File: config.mk
export PLATFORM = sky130hd
export DESIGN_NAME = ahb_sram_ctrl_flat
export DESIGN_NICKNAME = d
export VERILOG_FILES = /design/src/rtl/ahb_sram_ctrl_pkg.sv /design/src/rtl/ahb_sram_ctrl_if.sv /design/src/rtl/ahb_sram_lane_dec.sv /design/src/rtl/ahb_sram_ctrl.sv /design/src/flat_wrapper.sv
export SDC_FILE = /design/constraint.sdc
export NUM_CORES = 1
export LEC_CHECK = 0
export BUFFER_PORTS_ARGS = -buffer_cell sky130_fd_sc_hd__buf_2
export CORE_AREA = 2 2 74 76
export CTS_CLUSTER_DIAMETER = 60
export CTS_CLUSTER_SIZE = 40
export DETAILED_ROUTE_END_ITERATION = 10
export DIE_AREA = 0 0 76 78
export PLACE_DENSITY = 0.81
export RECOVER_POWER = 100
export SYNTH_ARGS = -nofsm -noshare
export SYNTH_HDL_FRONTEND = slang
export SYNTH_SLANG_ARGS = --single-unit
File: constraint.sdc
create_clock -name CLK -period 1.4 [get_ports CLK]
set_clock_uncertainty 0.1 [all_clocks]
set_input_delay 0.07 -clock CLK [delete_from_list [all_inputs] [get_ports CLK]]
set_output_delay 0.07 -clock CLK [all_outputs]
set_load 0.005 [all_outputs]
File: src/rtl/ahb_sram_ctrl_pkg.sv
// ---------------------------------------------------------------------------
// ahb_sram_ctrl_pkg
// Shared definitions for the AHB-Lite on-chip SRAM slave:
//   - HTRANS / HSIZE / HRESP encodings
//   - controller FSM state type
//   - trans_active(): address-phase transfer-type qualifier
// ---------------------------------------------------------------------------
package ahb_sram_ctrl_pkg;

  localparam logic [1:0] HTRANS_IDLE   = 2'b00;
  localparam logic [1:0] HTRANS_BUSY   = 2'b01;
  localparam logic [1:0] HTRANS_NONSEQ = 2'b10;
  localparam logic [1:0] HTRANS_SEQ    = 2'b11;

  localparam logic [2:0] HSIZE_BYTE = 3'b000;
  localparam logic [2:0] HSIZE_HALF = 3'b001;
  localparam logic [2:0] HSIZE_WORD = 3'b010;

  localparam logic HRESP_OKAY  = 1'b0;
  localparam logic HRESP_ERROR = 1'b1;

  typedef enum logic [1:0] {
    ST_IDLE   = 2'b00,
    ST_ACCESS = 2'b01,
    ST_ERR1   = 2'b10,
    ST_ERR2   = 2'b11
  } state_e;

  // Only NONSEQ and SEQ carry a real transfer; IDLE and BUSY are ignored.
  function automatic logic trans_active(input logic [1:0] htrans);
    logic act;
    case (htrans)
      HTRANS_NONSEQ: act = 1'b1;
      HTRANS_SEQ:    act = 1'b1;
      HTRANS_IDLE:   act = 1'b0;
      HTRANS_BUSY:   act = 1'b0;
      default:       act = 1'b0;
    endcase
    return act;
  endfunction

endpackage

File: src/rtl/ahb_sram_ctrl_if.sv
// ---------------------------------------------------------------------------
// ahb_sram_ctrl_if
// AHB-Lite slave-side bus bundle for the SRAM controller.
//   master modport : drives HSEL/HADDR/HTRANS/HWRITE/HSIZE/HWDATA/HREADY,
//                    observes HREADYOUT/HRESP/HRDATA
//   slave modport  : the mirror image (used by ahb_sram_ctrl)
// HREADY is the bus-wide ready from the response mux; it sits on the
// master side because it is an input to every slave.
// ---------------------------------------------------------------------------
interface ahb_sram_ctrl_if;

  logic        HSEL;
  logic [31:0] HADDR;
  logic [1:0]  HTRANS;
  logic        HWRITE;
  logic [2:0]  HSIZE;
  logic [31:0] HWDATA;
  logic        HREADY;
  logic        HREADYOUT;
  logic        HRESP;
  logic [31:0] HRDATA;

  modport master (
    output HSEL, HADDR, HTRANS, HWRITE, HSIZE, HWDATA, HREADY,
    input  HREADYOUT, HRESP, HRDATA
  );

  modport slave (
    input  HSEL, HADDR, HTRANS, HWRITE, HSIZE, HWDATA, HREADY,
    output HREADYOUT, HRESP, HRDATA
  );

endinterface

File: src/rtl/ahb_sram_lane_dec.sv
// ---------------------------------------------------------------------------
// ahb_sram_lane_dec
// Combinational byte-lane decoder for a 32-bit little-endian bank.
//   hsize_i     : HSIZE of the address phase
//   haddr_i     : HADDR[1:0] of the address phase
//   lane_mask_o : active-high lane enables (bit i = byte [8i+7:8i])
//   illegal_o   : size > word, or size/alignment mismatch
// The mask is forced to zero for illegal transfers so nothing downstream
// can strobe a lane by accident.
// ---------------------------------------------------------------------------
module ahb_sram_lane_dec
  import ahb_sram_ctrl_pkg::*;
(
  input  logic [2:0] hsize_i,
  input  logic [1:0] haddr_i,
  output logic [3:0] lane_mask_o,
  output logic       illegal_o
);

  // Size/alignment decode into lane mask and legality.
  always_comb begin
    lane_mask_o = 4'b0000;
    illegal_o   = 1'b0;
    case (hsize_i)
      HSIZE_BYTE: begin
        lane_mask_o = 4'b0001 << haddr_i;
      end
      HSIZE_HALF: begin
        if (haddr_i[0]) begin
          illegal_o = 1'b1;
        end else if (haddr_i[1]) begin
          lane_mask_o = 4'b1100;
        end else begin
          lane_mask_o = 4'b0011;
        end
      end
      HSIZE_WORD: begin
        if (haddr_i != 2'b00) begin
          illegal_o = 1'b1;
        end else begin
          lane_mask_o = 4'b1111;
        end
      end
      default: begin
        illegal_o = 1'b1;
      end
    endcase
  end

endmodule

File: src/rtl/ahb_sram_ctrl.sv
// ---------------------------------------------------------------------------
// ahb_sram_ctrl
// AHB-Lite slave driving a 32-bit bank of four 8-bit negedge-clocked
// single-port SRAM macros (one per byte lane). Zero wait states for legal
// transfers, two-cycle ERROR response for illegal size/alignment.
//   CLK, RST   : clock (shared with the macros), synchronous active-high reset
//   ahb        : AHB-Lite slave bundle (ahb_sram_ctrl_if.slave)
//   SRAM_CEN   : per-lane chip enable, active-low, registered
//   SRAM_WEN   : shared write enable, active-low, registered
//   SRAM_A     : shared word address, registered
//   SRAM_D     : write data, straight from HWDATA
//   SRAM_Q     : concatenated lane read data, returned as HRDATA
//   SRAM_OEN   : output enable, tied low
// Timing: strobes are registered at the address-phase posedge, the macros
// act on the negedge inside the data phase, so write data (combinational
// from HWDATA) and read data (SRAM_Q to HRDATA) both settle within the
// single data-phase cycle.
// ---------------------------------------------------------------------------
module ahb_sram_ctrl
  import ahb_sram_ctrl_pkg::*;
#(
  parameter int ADDR_WIDTH = 13,
  parameter int WORD_DEPTH = 8192,
  parameter int BITS       = 8
) (
  input  logic                  CLK,
  input  logic                  RST,
  ahb_sram_ctrl_if.slave        ahb,
  output logic [3:0]            SRAM_CEN,
  output logic                  SRAM_WEN,
  output logic [ADDR_WIDTH-1:0] SRAM_A,
  output logic [31:0]           SRAM_D,
  input  logic [31:0]           SRAM_Q,
  output logic                  SRAM_OEN
);

  // The bank is four byte-wide macros fully covering the word address space.
  if ((WORD_DEPTH != (1 << ADDR_WIDTH)) || (BITS != 8)) begin : g_param_check
    $error("ahb_sram_ctrl: WORD_DEPTH must equal 2**ADDR_WIDTH and BITS must be 8");
  end

  state_e                state_q;
  logic                  hreadyout_q;
  logic                  hresp_q;
  logic [3:0]            sram_cen_q;
  logic                  sram_wen_q;
  logic [ADDR_WIDTH-1:0] sram_a_q;

  logic                  addr_sample;
  logic [3:0]            dec_mask;
  logic                  dec_illegal;
  logic [3:0]            lane_mask_d;

  // Upper address bits alias onto the bank; range checking is the decoder's job.
  logic unused_haddr;
  assign unused_haddr = ^ahb.HADDR[31:ADDR_WIDTH+2];

  ahb_sram_lane_dec u_lane_dec (
    .hsize_i     (ahb.HSIZE),
    .haddr_i     (ahb.HADDR[1:0]),
    .lane_mask_o (dec_mask),
    .illegal_o   (dec_illegal)
  );

  // A transfer is taken only when we are selected, the bus is ready and
  // the transfer type is NONSEQ/SEQ.
  always_comb begin
    addr_sample = ahb.HSEL & ahb.HREADY & trans_active(ahb.HTRANS);
  end

  // Reads fetch the whole word regardless of size; writes touch only the
  // addressed lanes.
  always_comb begin
    if (ahb.HWRITE) begin
      lane_mask_d = dec_mask;
    end else begin
      lane_mask_d = 4'b1111;
    end
  end

  // Controller FSM with registered bus response and SRAM strobes.
  always_ff @(posedge CLK) begin
    if (RST) begin
      state_q     <= ST_IDLE;
      hreadyout_q <= 1'b1;
      hresp_q     <= HRESP_OKAY;
      sram_cen_q  <= 4'hF;
      sram_wen_q  <= 1'b1;
      sram_a_q    <= {ADDR_WIDTH{1'b0}};
    end else begin
      case (state_q)
        // First error cycle: stall the master so it can cancel its next
        // transfer; HREADY is low here so no address phase can be taken.
        ST_ERR1: begin
          state_q     <= ST_ERR2;
          hreadyout_q <= 1'b1;
          hresp_q     <= HRESP_ERROR;
          sram_cen_q  <= 4'hF;
        end
        // ERR2 accepts a new address phase just like IDLE/ACCESS.
        ST_IDLE, ST_ACCESS, ST_ERR2: begin
          if (addr_sample && dec_illegal) begin
            state_q     <= ST_ERR1;
            hreadyout_q <= 1'b0;
            hresp_q     <= HRESP_ERROR;
            sram_cen_q  <= 4'hF;
          end else if (addr_sample) begin
            state_q     <= ST_ACCESS;
            hreadyout_q <= 1'b1;
            hresp_q     <= HRESP_OKAY;
            sram_cen_q  <= ~lane_mask_d;
            sram_wen_q  <= ~ahb.HWRITE;
            sram_a_q    <= ahb.HADDR[ADDR_WIDTH+1:2];
          end else begin
            state_q     <= ST_IDLE;
            hreadyout_q <= 1'b1;
            hresp_q     <= HRESP_OKAY;
            sram_cen_q  <= 4'hF;
          end
        end
        default: begin
          state_q     <= ST_IDLE;
          hreadyout_q <= 1'b1;
          hresp_q     <= HRESP_OKAY;
          sram_cen_q  <= 4'hF;
        end
      endcase
    end
  end

  assign ahb.HREADYOUT = hreadyout_q;
  assign ahb.HRESP     = hresp_q;
  assign ahb.HRDATA    = SRAM_Q;

  assign SRAM_CEN = sram_cen_q;
  assign SRAM_WEN = sram_wen_q;
  assign SRAM_A   = sram_a_q;
  assign SRAM_D   = ahb.HWDATA;
  assign SRAM_OEN = 1'b0;

endmodule

File: src/flat_wrapper.sv
// flat-port wrapper written by rule: the top's interface ports become plain ports
module ahb_sram_ctrl_flat import ahb_sram_ctrl_pkg::*;
#(
  parameter int ADDR_WIDTH = 13,
  parameter int WORD_DEPTH = 8192,
  parameter int BITS       = 8
)
  (CLK, RST, SRAM_CEN, SRAM_WEN, SRAM_A, SRAM_D, SRAM_Q, SRAM_OEN, ahb_HSEL, ahb_HADDR, ahb_HTRANS, ahb_HWRITE, ahb_HSIZE, ahb_HWDATA, ahb_HREADY, ahb_HREADYOUT, ahb_HRESP, ahb_HRDATA);
  ahb_sram_ctrl_if ahb_i ();
  input  logic CLK;
  input  logic RST;
  output logic [3:0] SRAM_CEN;
  output logic SRAM_WEN;
  output logic [ADDR_WIDTH-1:0] SRAM_A;
  output logic [31:0] SRAM_D;
  input  logic [31:0] SRAM_Q;
  output logic SRAM_OEN;
  input wire logic [$bits(ahb_i.HSEL)-1:0] ahb_HSEL;
  input wire logic [$bits(ahb_i.HADDR)-1:0] ahb_HADDR;
  input wire logic [$bits(ahb_i.HTRANS)-1:0] ahb_HTRANS;
  input wire logic [$bits(ahb_i.HWRITE)-1:0] ahb_HWRITE;
  input wire logic [$bits(ahb_i.HSIZE)-1:0] ahb_HSIZE;
  input wire logic [$bits(ahb_i.HWDATA)-1:0] ahb_HWDATA;
  input wire logic [$bits(ahb_i.HREADY)-1:0] ahb_HREADY;
  output wire logic [$bits(ahb_i.HREADYOUT)-1:0] ahb_HREADYOUT;
  output wire logic [$bits(ahb_i.HRESP)-1:0] ahb_HRESP;
  output wire logic [$bits(ahb_i.HRDATA)-1:0] ahb_HRDATA;
  assign ahb_i.HSEL = ahb_HSEL;
  assign ahb_i.HADDR = ahb_HADDR;
  assign ahb_i.HTRANS = ahb_HTRANS;
  assign ahb_i.HWRITE = ahb_HWRITE;
  assign ahb_i.HSIZE = ahb_HSIZE;
  assign ahb_i.HWDATA = ahb_HWDATA;
  assign ahb_i.HREADY = ahb_HREADY;
  assign ahb_HREADYOUT = ahb_i.HREADYOUT;
  assign ahb_HRESP = ahb_i.HRESP;
  assign ahb_HRDATA = ahb_i.HRDATA;
  ahb_sram_ctrl #(.ADDR_WIDTH(ADDR_WIDTH), .WORD_DEPTH(WORD_DEPTH), .BITS(BITS)) u_core (.CLK(CLK), .RST(RST), .ahb(ahb_i), .SRAM_CEN(SRAM_CEN), .SRAM_WEN(SRAM_WEN), .SRAM_A(SRAM_A), .SRAM_D(SRAM_D), .SRAM_Q(SRAM_Q), .SRAM_OEN(SRAM_OEN));
endmodule
After elaboration in Yosys (flattened, before gate mapping)
Index checks and enable logic that the tools add are counted.
{ "classes": {"n_eq_ne": 8, "n_shift": 1, "mux": 19, "bitwise_logic": 5, "reduce_logical": 9} }
{ "op_table": {"columns": ["operator", "n"], "rows": [
  ["4-bit 2-to-1 mux", 6],
  ["4-bit one-hot mux with 3 select lines", 1],
  ["2-bit equality test (second input constant)", 4],
  ["4-bit one-hot mux with 2 select lines", 1],
  ["1-bit one-hot mux with 2 select lines", 3],
  ["1-bit 2-to-1 mux", 5],
  ["2-bit by 1-bit equality test with 1-bit output (second input constant)", 2],
  ["2-bit zero test", 2],
  ["4-bit inverter", 1],
  ["2-bit one-hot mux with 2 select lines", 1],
  ["2-bit OR reduction", 2],
  ["1-bit by 2-bit << shifter with 4-bit output (first input constant)", 1],
  ["3-bit by 1-bit equality test with 1-bit output (second input constant)", 1],
  ["3-bit by 2-bit equality test with 1-bit output (second input constant)", 1],
  ["3-bit zero test", 1],
  ["1-bit one-hot mux with 3 select lines", 1],
  ["3-bit AND reduction", 1],
  ["3-bit OR reduction", 1],
  ["1-bit AND", 2],
  ["2-bit 2-to-1 mux", 1],
  ["1-bit inverter", 2],
  ["2-bit nonzero test", 1],
  ["1-bit logical AND", 1]
]} }
{ "word_totals": {"reg_bits": 22, "elab_cells": 48} }

Longest topological paths before layout
Gate-level depths: netlist of run 1.
{ "depth": {"word_depth": 8, "ltp_mapped": 6, "depth_no_buf": 4} }

By module
From an unflattened synthesis of run 1, not the netlist that was laid out.
{ "unflattened": {"cells_unflattened": 163, "hier_area_um2": 1433.9} }
{ "modules_own_cells": {"columns": ["mod", "n_inst", "cells_each", "area_each_um2"], "rows": [
  ["ahb_sram_ctrl", 1, 150, 1331.3],
  ["ahb_sram_lane_dec", 1, 13, 102.6]
]} }

Least setup slack after synthesis of run 1
No wires, ideal clock.
{ "synth_path": {"path_kind": "register to register", "start": "reg u_core.ahb.HRESP (netlist name)", "end": "reg u_core.sram_a_q[10], in the netlist u_core.SRAM_A[10]", "t_arrival_ps": 1130, "required_ps": 1228, "setup_slack_ps": 98, "path_stages_with_launch": 5, "path_buffers": 1, "period_less_slack_ps": 1302, "cell_sequence": "dfxtp_1 nor2b_1 nor3_4 buf_8 mux2i_1"} }
{ "synth_lines": {"columns": ["item", "line_no", "rtl"], "rows": [
  ["end signal, assigned", "ahb_sram_ctrl.sv:89", "sram_a_q <= {ADDR_WIDTH{1'b0}};"],
  ["end signal, assigned", "ahb_sram_ctrl.sv:113", "sram_a_q <= ahb.HADDR[ADDR_WIDTH+1:2];"],
  ["end, declared", "ahb_sram_ctrl.sv:47", "logic [ADDR_WIDTH-1:0] sram_a_q;"]
]} }

Final worst setup path of run 1
{ "layout_path": {"start": "in ahb_HWRITE", "end": "reg u_core.sram_cen_q[2], in the netlist u_core.SRAM_CEN[2]"} }
{ "layout_via": {"elab_chain_len": 5} }
{ "layout_rtl": {"columns": ["item", "line_no", "rtl"], "rows": [
  ["start, declared", "flat_wrapper.sv:21", "input wire logic [$bits(ahb_i.HWRITE)-1:0] ahb_HWRITE;"],
  ["4-bit 2-to-1 mux", "ahb_sram_ctrl.sv:74", "if (ahb.HWRITE) begin"],
  ["4-bit inverter", "ahb_sram_ctrl.sv:111", "sram_cen_q <= ~lane_mask_d;"],
  ["4-bit 2-to-1 mux", "ahb_sram_ctrl.sv:107", "end else if (addr_sample) begin"],
  ["4-bit 2-to-1 mux", "ahb_sram_ctrl.sv:102", "if (addr_sample && dec_illegal) begin"],
  ["4-bit one-hot mux with 2 select lines", "ahb_sram_ctrl.sv:91", "case (state_q)"],
  ["end signal, assigned", "ahb_sram_ctrl.sv:111", null],
  ["end, declared", "ahb_sram_ctrl.sv:45", "logic [3:0] sram_cen_q;"]
]} }
Every way passes these cells.
A chain may end at the register's enable or synchronous reset.

==> results.py, run 1 <==
metrics = {
    "status": {
        "outcome": "completed",
    },
    "yosys": {
        "synth_area_per_cell_sq_um": 9.015,
        "yosys.area_share.simple_pct": 19.98,
        "yosys_warnings": 0,
        "synthDistinctLibCells": 29,
        "synth-seq-cells": 21,
        "synthXorXnorAreaFrac_pct": 0.5853,
        "yosys.area_share.adder_pct": 0,
        "synth_nets": 272,
        "synth_area_sq_mm": 0.001496,
        "synth-compound-area-share_pct": 5.853,
        "postSynthCellCount": 166,
        "synth-seq-area-share_pct": 28.09,
        "synthMuxAreaShare_pct": 9.365,
        "synth_top_family_by_area": "buffers and inverters",
    },
    "global_routing": {
        "overflow": 0,
        "track_usage_pct": 10.11,
        "grt_max_degree": 31,
        "antenna_found_initial": 0,
        "grt_pass1_wl_um": 4754,
        "grt_pass1_vias": 955,
    },
    "clock_tree": {
        "cts_root_buf": "clkbuf_8",
        "post-cts-setup-buffer-count": 0,
        "clock_latency_ps": 260,
        "clk_path_buf_depth": 2,
        "h-tree-depth": 1,
        "clkSlewWorstSetupHoldPaths_ps": 90,
        "tritoncts": "done",
        "cts_buffers": 3,
        "cts.sinks": 21,
    },
    "critical_path": {
        "end_kind": "flip-flop",
        "cp_max_fo": 5,
        "critPathLaunchType": "input port",
        "cp.arrival_ps": 1430,
        "critPathRequiredTime_ps": 1460,
        "crit_path_max_incr_delay_ps": 570,
        "cp_common_cell": "dlygate4sd3_1",
        "critPathKind": "input port to flip-flop",
        "slowest_stage": "dlygate4sd3_1",
        "reg2regPathDepth": 4,
        "path_cells": "dlygate4sd3_1, clkbuf_2, o31ai_1, dlygate4sd3_1, nand2_1",
    },
    "floorplanning": {
        "die_y_um": 78,
        "die_x_um": 76,
        "die_area_sq_mm": 0.005928,
        "ioPinCount": 191,
        "start_util_pct": 29.68,
        "rows": 26,
        "coreArea_sq_mm": 0.005042,
    },
    "routing": {
        "drt_first_pass_iters": 2,
        "dr_wl_met3_um": 397,
        "ant_nets": 0,
        "drt-total-wl_um": 3133,
        "drcViolationCount": 0,
        "highest_layer": "met4",
        "route.vias.total": 960,
        "routedWlPerCell_um": 13.50,
        "dr_wl_met2_um": 1654,
        "viasPerCell": 4.138,
        "drtIter0Drc": 16,
        "wl_met1_um": 1004,
    },
    "place": {
        "hpwlAfterDp_um": 2301,
        "port_buffers": 43,
        "place.gp.congestion": 0.7086,
        "placed_cells": 211,
    },
    "layout": {
        "area_growth_pct": 1.170,
        "instances_no_fill": 232,
        "layout-drive-gt1-share_pct": 29.63,
        "antenna-diode-count": 0,
        "fin_nets": 269,
    },
    "timing": {
        "slew_violations": 0,
        "finalCritPeriodShare_pct": 97.48,
        "fin_crit_ps": 1365,
        "setup_viol": 0,
        "rsz0062_at_grt": "no",
        "hold_viol_final": 0,
        "final.setup.tns_ps": 0,
        "max_freq_mhz": 732.7,
    },
    "flow_run": {
        "maxCapViolCount": 0,
    },
    "hold_path": {
        "hold_path_depth": 3,
        "worstHoldPathType": "input port to flip-flop",
    },
    "power_and_ir_drop": {
        "p_per_area_mw_per_mm2": 787.2,
        "leakagePower_nw": 0.5925,
        "ir_drop_mv": 0.2897,
    },
}
-- routing by layer --
metal | global-route usage [%] | up-vias
li1 | - | 460
met1 | 8.622 | 414
met2 | 19.11 | 68
met3 | 5.698 | 18
met4 | 4.545 | 0
met5 | 0 | -
-- sequential cells by signal, indices dropped and copies added, names as in the netlist --
signal / count
u_core.SRAM_CEN: 4
u_core.ahb.HRESP: 1
u_core.state_q: 1
u_core.ahb.HREADYOUT: 1
u_core.SRAM_A: 13
u_core.SRAM_WEN: 1
-- worst max-delay path, delay by kind of cell --
family | cells | cell delay, ps
buf+inv | 3 | 1240
compound gates | 1 | 70
simple gates | 1 | 50
-- cell families after synthesis --
logic type / count (synthesis)
other: 1
AND/OR/NAND/NOR: 46
buffers and inverters: 72
multiplexers: 14
XOR/XNOR: 1
AO/OA/AOI/OAI: 11
flip-flops: 21
-- cells in the mapped netlist, drive strengths merged --
master | number | area [sq um]
nor2b | 3 | 18.77
nor4b | 1 | 8.760
mux2i | 14 | 140.1
nand3 | 1 | 5.000
nand2b | 26 | 162.7
conb | 1 | 3.750
o31ai | 2 | 15.01
o21ba | 1 | 10.01
a21oi | 1 | 5.000
nor3b | 1 | 7.510
nor3 | 3 | 26.28
nor2 | 3 | 11.26
o21ai | 5 | 40.04
nor4bb | 2 | 20.02
buf | 68 | 521.8
clkbuf | 3 | 11.26
a211o | 1 | 8.760
nand2 | 5 | 18.77
a41oi | 1 | 8.760
inv | 1 | 3.750
nand3b | 1 | 20.02
dfxtp | 21 | 420.4
xor2 | 1 | 8.760
-- power by group --
group / internal (W) / switching [W] / leakage, nW
clock network: 0.000201 / 0.000203 / 0.0217
registers: 0.000605 / 0.00000324 / 0.170
logic: 0.000104 / 0.0000762 / 0.401
total: 0.000909 / 0.000282 / 0.592
-- cells in the final DEF (no fill, tap or decap), drive strengths merged, types with 3 or more instances in the layout --
cell	instances
buf	38
nand2b	26
dfxtp	21
dlygate4sd3	17
mux2i	14
clkbuf	11
nand2	5
o21ai	5
nor2	3
nor2b	3
nor3	3
-- metrics by stage --
| step | hold WS, ps | area (sq um) | total power, W | utilization [%] | setup slack [ps] |
|---|---|---|---|---|---|
| after floorplan | 85.97 | 1496 | 0.0008584 | - | 98.20 |
| after global placement | 40.03 | 1301 | 0.0007613 | 25.81 | 105.4 |
| after detailed placement | 40.03 | 1301 | 0.0007659 | 25.81 | 86.78 |
| after CTS | 5.703 | 1520 | 0.001217 | 30.15 | 30.78 |
| after global routing | 40.01 | 1514 | 0.001270 | 30.02 | 14.08 |
| final | 8.497 | 1514 | 0.001192 | 30.02 | 35.25 |
-- path summary, 6_finish.rpt --
check                                 startpoint                        endpoint  slack, ps
setup / recovery                      ahb_HWRITE   u_core.SRAM_CEN[2]$_SDFF_PP1_         40
hold / removal                     ahb_HTRANS[1]     u_core.ahb.HRESP$_SDFF_PP0_          8
setup reg to reg     u_core.ahb.HRESP$_SDFF_PP0_  u_core.SRAM_A[11]$_SDFFE_PP0P_        120
hold reg to reg   u_core.SRAM_A[12]$_SDFFE_PP0P_  u_core.SRAM_A[12]$_SDFFE_PP0P_        370
-- repair_timing --
action                                  CTS  global route
hold buffers                             17             0
endpoints found under the setup margin    0             3
resized for setup                         0             1
hold endpoints to repair                 18             0
-- area by class of cell --
class,count,area [sq um]
Clock inverter,1,7.507
Clock buffer,3,41.29
Timing Repair Buffer,63,411.6
Multi-Input combinational cell,73,541.8
Inverter,1,3.754
Sequential cell,21,420.4
Tap cell,70,87.58
Fill cell,532,3528
Note: power is estimated with default switching activity, not from simulation.
==> run 2, diff against run 1 <==
--- a/config.mk
+++ b/config.mk
@@ -11,8 +11,9 @@
 export CTS_CLUSTER_SIZE = 40
 export DETAILED_ROUTE_END_ITERATION = 10
 export DIE_AREA = 0 0 76 78
-export PLACE_DENSITY = 0.81
+export PLACE_DENSITY = 0.79
 export RECOVER_POWER = 100
 export SYNTH_ARGS = -nofsm -noshare
 export SYNTH_HDL_FRONTEND = slang
+export SYNTH_HIERARCHICAL = 1
 export SYNTH_SLANG_ARGS = --single-unit
==> run 2 against run 1 <==
  * Worst setup slack better by 41 ps
  * Sequential share of layout area grew 3.8 points
  * Global-route usage fell by 1.3 points
  * Register-to-register slack lost 40 ps
  * Die area did not move
  * Power fell by 4.1%
  * Synthesized area shrank 4.2%
  * First-iteration DRC count rose to 4.1 times the previous value
  * Sequential cell count is the same
  * Non-clock buffer count shrank 10
  * Fmax rose by 3.1%
  * Clock-buffer cell count rose by 1
  * Critical path type is now flip-flop to flip-flop
==> results.py, run 2 <==
metrics = {
    "global_routing": {
        "antenna_found_initial": 0,
        "grt_max_degree": 28,
        "track_usage_pct": 8.860,
        "overflow": 0,
        "grt_pass1_vias": 847,
        "grt_pass1_wl_um": 4188,
    },
    "floorplanning": {
        "die_y_um": 78,
        "coreArea_sq_mm": 0.005042,
        "start_util_pct": 28.44,
        "ioPinCount": 191,
        "die_area_sq_mm": 0.005928,
        "rows": 26,
        "die_x_um": 76,
    },
    "critical_path": {
        "crit_path_max_incr_delay_ps": 390,
        "r2r_start": "u_core/ahb.HRESP$_SDFF_PP0_",
        "critPathRequiredTime_ps": 1500,
        "crit_start": "u_core/ahb.HRESP$_SDFF_PP0_",
        "slowest_stage": "or3b_1",
        "cp.arrival_ps": 1420,
        "cp_max_fo": 26,
        "critPathLaunchType": "flip-flop",
        "rr_endpoint": "u_core/SRAM_A[7]$_SDFFE_PP0P_",
        "path_cells": "nor2b_2, buf_12, or3b_1, a21oi_2",
        "end_kind": "flip-flop",
        "ff2ff_setup_slack_ps": 80,
        "reg2regPathDepth": 4,
        "critPathKind": "flip-flop to flip-flop",
    },
    "yosys": {
        "synth_top_flop_cell": "dfxtp_1",
        "synth_area_per_cell_sq_um": 8.797,
        "synth_area_sq_mm": 0.001434,
        "yosysMostFrequentCell": "buf_4",
        "postSynthCellCount": 163,
        "ys_top_cells_by_count": "buf_4, dfxtp_1, o21ai_0",
        "yosys_warnings": 6,
        "synth-seq-cells": 21,
        "synth_top_area_cell": "buf_4",
        "synth_nets": 269,
        "synthDistinctLibCells": 26,
        "synth.top_cell.area_share_pct": 34.03,
        "synth_edf_count": 0,
        "synth-async-reset-ratio_pct": 0,
        "ys_top_cells_by_area": "buf_4, dfxtp_1, or3b_1",
        "synth-seq-area-share_pct": 29.32,
    },
    "layout": {
        "largest_reg_flops": 13,
        "layout-drive-gt1-share_pct": 38.78,
        "fin_nets": 254,
        "instances_no_fill": 217,
        "area_growth_pct": -7.242,
        "antenna-diode-count": 0,
        "layout_commonest_cell": "buf_2",
        "final_cell_mix": "buf_2, dfxtp_1, o21ai_0",
        "finish.instance_area_sq_mm": 0.001330,
        "fillers": 547,
    },
    "power_and_ir_drop": {
        "leakagePower_nw": 0.5222,
        "p_per_area_mw_per_mm2": 859.6,
        "ir_drop_mv": 0.2597,
    },
    "routing": {
        "route.vias.total": 965,
        "routedWlPerCell_um": 12.60,
        "viasPerCell": 4.447,
        "drtIter0Drc": 65,
        "ant_nets": 0,
        "drcViolationCount": 0,
        "drt_first_pass_iters": 4,
        "drt-total-wl_um": 2734,
    },
    "timing": {
        "fin_crit_ps": 1324,
        "rsz0062_at_grt": "yes",
        "max_freq_mhz": 755.5,
        "hold_viol_final": 0,
        "finalCritPeriodShare_pct": 94.54,
        "setup_viol": 0,
        "slew_violations": 0,
    },
    "hold_path": {
        "hold_end": "u_core/SRAM_CEN[3]$_SDFF_PP1_",
        "worstHoldPathType": "input port to flip-flop",
        "worstHoldStart": "ahb_HWRITE",
        "hold_path_depth": 3,
    },
    "clock_tree": {
        "cts_root_buf": "clkbuf_8",
        "cts.sinks": 21,
        "clock_latency_ps": 250,
        "h-tree-depth": 1,
        "clk_path_buf_depth": 2,
        "clkSlewWorstSetupHoldPaths_ps": 80,
        "tritoncts": "done",
        "post-cts-setup-buffer-count": 0,
        "cts_buffers": 3,
    },
    "place": {
        "place_area_sq_mm": 0.001285,
        "hpwlAfterDp_um": 2097,
        "place.gp.congestion": 0.7666,
        "placed_cells": 213,
        "port_buffers": 43,
    },
    "flow_run": {
        "maxCapViolCount": 0,
    },
    "status": {
        "outcome": "completed",
    },
}
## run 2: cell type report
class	instances	area, sq um	share of cell area [%]
timing repair buffer	53	306.5	23.05
multi-input combinational	68	466.7	35.09
inverter	1	3.754	0.2822
tap	70	87.58	6.585
clock buffer	4	45.04	3.387
sequential	21	420.4	31.61
## run 2: cells by family (layout without fill, tap and decap cells)
kind of cell / count (synthesis) / count (layout) / synth area share, %
buf+inv: 74 / 58 / 38.74
compound gates: 40 / 40 / 15.62
simple gates: 26 / 26 / 15.45
flops: 21 / 21 / 29.32
other cells: 1 / 1 / 0.2615
xor+xnor: 1 / 1 / 0.6109
## run 2: how the worst max path moves through the flow
stage	endpoint	slack (ps)	cells after the start
3_3_place_gp	u_core/SRAM_A[8]$_SDFFE_PP0P_	-80	7
5_1_grt	u_core/SRAM_A[7]$_SDFFE_PP0P_	-8	4
2_1_floorplan	u_core/SRAM_A[3]$_SDFFE_PP0P_	140	6
3_5_place_dp	u_core/SRAM_A[8]$_SDFFE_PP0P_	-120	7
6_report	u_core/SRAM_A[7]$_SDFFE_PP0P_	80	4
4_1_cts	u_core/SRAM_A[8]$_SDFFE_PP0P_	70	4
## run 2: power breakdown
group	total, W	switching, W	leakage [nW]	internal [W]
clock	0.000398	0.000195	0.0228	0.000202
sequential	0.000609	0.00000357	0.170	0.000606
combinational	0.000136	0.0000645	0.330	0.0000718
## run 2: critical path: cells and delay by family (launching register included)
family / cells / cell delay [ps]
AOI/OAI and AO/OA: 1 / 130
DFF: 1 / 320
and+or+nand+nor: 2 / 560
buffers and inverters: 1 / 150
## run 2: timing repair
item	in CTS	in global routing
hold buffers	0	0
setup endpoints to repair	0	5
gates resized for setup	0	2
## run 2: layer usage
| metal | vias to the layer above | share of wire, % | GRT usage (%) |
|---|---|---|---|
| li1 | 461 | - | - |
| met1 | 431 | 38 | 9.278 |
| met2 | 45 | 48 | 14.11 |
| met3 | 28 | 8.0 | 2.674 |
| met4 | 0 | 5.6 | 8.545 |
| met5 | - | 0 | 0 |
## run 2: through the flow
step           hold WS, ps  total power (W)  setup slack, ps  util, %  setup TNS [ps]
2_1_floorplan        120.8        0.0008347            144.9        -               0
4_1_cts              28.96         0.001158            72.42    26.38               0
5_1_grt              25.34         0.001212           -8.029    26.38          -8.029
6_report             29.85         0.001143            76.42    26.38               0
3_3_place_gp         40.03        0.0007562           -84.68    25.48           -1140
3_5_place_dp         40.03        0.0007605           -116.0    25.48           -1558
==> run 3, diff against run 2 <==
--- a/config.mk
+++ b/config.mk
@@ -11,6 +11,7 @@
 export CTS_CLUSTER_SIZE = 40
 export DETAILED_ROUTE_END_ITERATION = 10
 export DIE_AREA = 0 0 76 78
+export HOLD_SLACK_MARGIN = 0.08
 export PLACE_DENSITY = 0.79
 export RECOVER_POWER = 100
 export SYNTH_ARGS = -nofsm -noshare
==> run 3 against run 2 <==
  * Utilization is 16 points higher
  * Routed wire length increased by 37%
  * Global-route usage increased by 2.2 points
  * First-iteration DRC count stayed put
  * Critical path depth unchanged
  * Sequential share of layout area down 12 points
  * Worst setup slack got worse by 27 ps
  * Via count is 33% higher
  * Worst hold slack improved by 91 ps
==> results.py, run 3 (synthesized netlist as in run 2, its figures left out) <==
metrics = {
    "routing": {
        "routedWlPerCell_um": 12.56,
        "route.vias.total": 1283,
        "ant_nets": 0,
        "drcViolationCount": 0,
        "drtIter0Drc": 65,
        "viasPerCell": 4.305,
        "drt_first_pass_iters": 4,
        "drt-total-wl_um": 3743,
    },
    "layout": {
        "ff_latch_area_sq_um": 420.4,
        "layout-drive-gt1-share_pct": 24.12,
        "fillers": 480,
        "area_growth_pct": 49.13,
        "multi_input_area_sq_um": 466.7,
        "largest_reg_flops": 13,
        "antenna-diode-count": 0,
        "final_cell_mix": "dlygate4sd3_1, buf_2, dfxtp_1",
        "layout_commonest_cell": "dlygate4sd3_1",
        "fin_nets": 335,
    },
    "hold_path": {
        "hold_end": "u_core/SRAM_A[7]$_SDFFE_PP0P_",
        "hold_path_depth": 2,
        "worstHoldPathType": "input port to flip-flop",
        "worstHoldStart": "RST",
    },
    "place": {
        "port_buffers": 43,
        "place_ws_ps": -116.0,
        "hpwlAfterDp_um": 2097,
        "place.gp.congestion": 0.7666,
    },
    "power_and_ir_drop": {
        "pwr-share-clk_pct": 29.0,
        "switching_share_pct": 23.14,
        "seqPwrFrac_pct": 45.5,
        "p_per_area_mw_per_mm2": 626.9,
        "ir_drop_mv": 0.2715,
        "intPower_w": 0.001030,
        "p_switching_w": 0.0003102,
        "comb_power_share_pct": 25.5,
        "total_power_w": 0.001340,
        "leakagePower_nw": 0.8534,
    },
    "timing": {
        "slew_violations": 0,
        "setup_viol": 0,
        "hold_viol_final": 0,
        "fin_crit_ps": 1350,
        "rsz0062_at_grt": "yes",
        "holdWs_ps": 120.9,
        "finalCritPeriodShare_pct": 96.45,
        "max_freq_mhz": 740.6,
        "setup_ws_ps": 49.72,
    },
    "clock_tree": {
        "cts_root_buf": "clkbuf_8",
        "post-cts-setup-buffer-count": 0,
        "h-tree-depth": 1,
        "clk_path_buf_depth": 2,
        "cts.sinks": 21,
        "clkSlewWorstSetupHoldPaths_ps": 70,
        "tritoncts": "done",
        "clock_latency_ps": 250,
        "cts_buffers": 3,
    },
    "critical_path": {
        "critPathRequiredTime_ps": 1480,
        "rr_endpoint": "u_core/SRAM_A[2]$_SDFFE_PP0P_",
        "critPathLaunchType": "flip-flop",
        "cp.arrival_ps": 1430,
        "crit_path_max_incr_delay_ps": 360,
        "crit_family": "simple AND/OR/NAND/NOR gates",
        "ff2ff_setup_slack_ps": 50,
        "critPathKind": "flip-flop to flip-flop",
        "cp_max_fo": 26,
        "slowest_stage": "or3b_1",
        "end_kind": "flip-flop",
        "path_buf_inv": 1,
        "reg2regPathDepth": 4,
        "path_cells": "nor2b_2, buf_12, or3b_1, a21oi_1",
        "r2r_start": "u_core/ahb.HRESP$_SDFF_PP0_",
    },
    "floorplanning": {
        "die_y_um": 78,
        "coreArea_sq_mm": 0.005042,
        "start_util_pct": 28.44,
        "ioPinCount": 191,
        "die_x_um": 76,
        "die_area_sq_mm": 0.005928,
        "rows": 26,
    },
    "status": {
        "outcome": "completed",
    },
    "global_routing": {
        "track_usage_pct": 11.07,
        "overflow": 0,
        "grt_pass1_vias": 1156,
        "grt_pass1_wl_um": 5278,
        "antenna_found_initial": 0,
        "grt_max_degree": 28,
    },
    "flow_run": {
        "maxCapViolCount": 0,
    },
}
==> run 3: worst register-to-register path, delay by kind of cell (launching register included) <==
family | cells | cell delay [ps]
AND/OR/NAND/NOR | 2 | 540
buffers and inverters | 1 | 150
flip-flops | 1 | 320
AO/OA/AOI/OAI | 1 | 160
==> run 3: timing repair <==
item                                    CTS  global route
hold endpoints to repair                 83             0
endpoints found under the setup margin    0             6
resized for setup                         0             2
hold buffers                             81             0
==> run 3: metrics by stage <==
step | area (sq um) | instances | setup TNS [ps] | util (%)
floorplan | 1434 | 163 | 0 | -
global placement | 1285 | 213 | -1140 | 25.48
detailed placement | 1285 | 213 | -1558 | 25.48
CTS | 2141 | 298 | 0 | 42.46
global route | 2138 | 298 | -12.73 | 42.41
finish | 2138 | 298 | 0 | 42.41
==> run 3: worst max path at each step <==
stage	from	endpoint	slack (ps)	cells past startpoint
2_1_floorplan	ahb_HADDR[1]	u_core/SRAM_A[3]$_SDFFE_PP0P_	140	6
3_3_place_gp	ahb_HADDR[1]	u_core/SRAM_A[8]$_SDFFE_PP0P_	-80	7
3_5_place_dp	ahb_HADDR[1]	u_core/SRAM_A[8]$_SDFFE_PP0P_	-120	7
4_1_cts	u_core/ahb.HRESP$_SDFF_PP0_	u_core/SRAM_A[8]$_SDFFE_PP0P_	70	4
5_1_grt	u_core/ahb.HRESP$_SDFF_PP0_	u_core/SRAM_A[2]$_SDFFE_PP0P_	-10	4
6_report	u_core/ahb.HRESP$_SDFF_PP0_	u_core/SRAM_A[2]$_SDFFE_PP0P_	50	4
==> run 3: final cells by class <==
class	count	area share, %
inverters	1	0.1755
clock buffers	4	2.106
repair buffers	134	52.14
well taps	70	4.096
multi-input cells	68	21.83
flip-flops and latches	21	19.66
==> run 3: layer usage <==
| layer | up-vias | share of wire (%) | track usage, % |
|---|---|---|---|
| li1 | 623 | - | - |
| met1 | 570 | 36 | 10.73 |
| met2 | 86 | 56 | 22.41 |
| met3 | 4 | 7.4 | 1.860 |
| met4 | 0 | 1.1 | 5.455 |
| met5 | - | 0 | 0 |
==> run 3: power by group through the flow <==
stage | Clock, W | Combinational [W] | Sequential (W)
after floorplan | 0 | 0.000210 | 0.000624
after global placement | 0 | 0.000133 | 0.000623
after detailed placement | 0 | 0.000137 | 0.000624
after CTS | 0.000411 | 0.000341 | 0.000609
after global routing | 0.000453 | 0.000365 | 0.000611
final | 0.000389 | 0.000342 | 0.000609
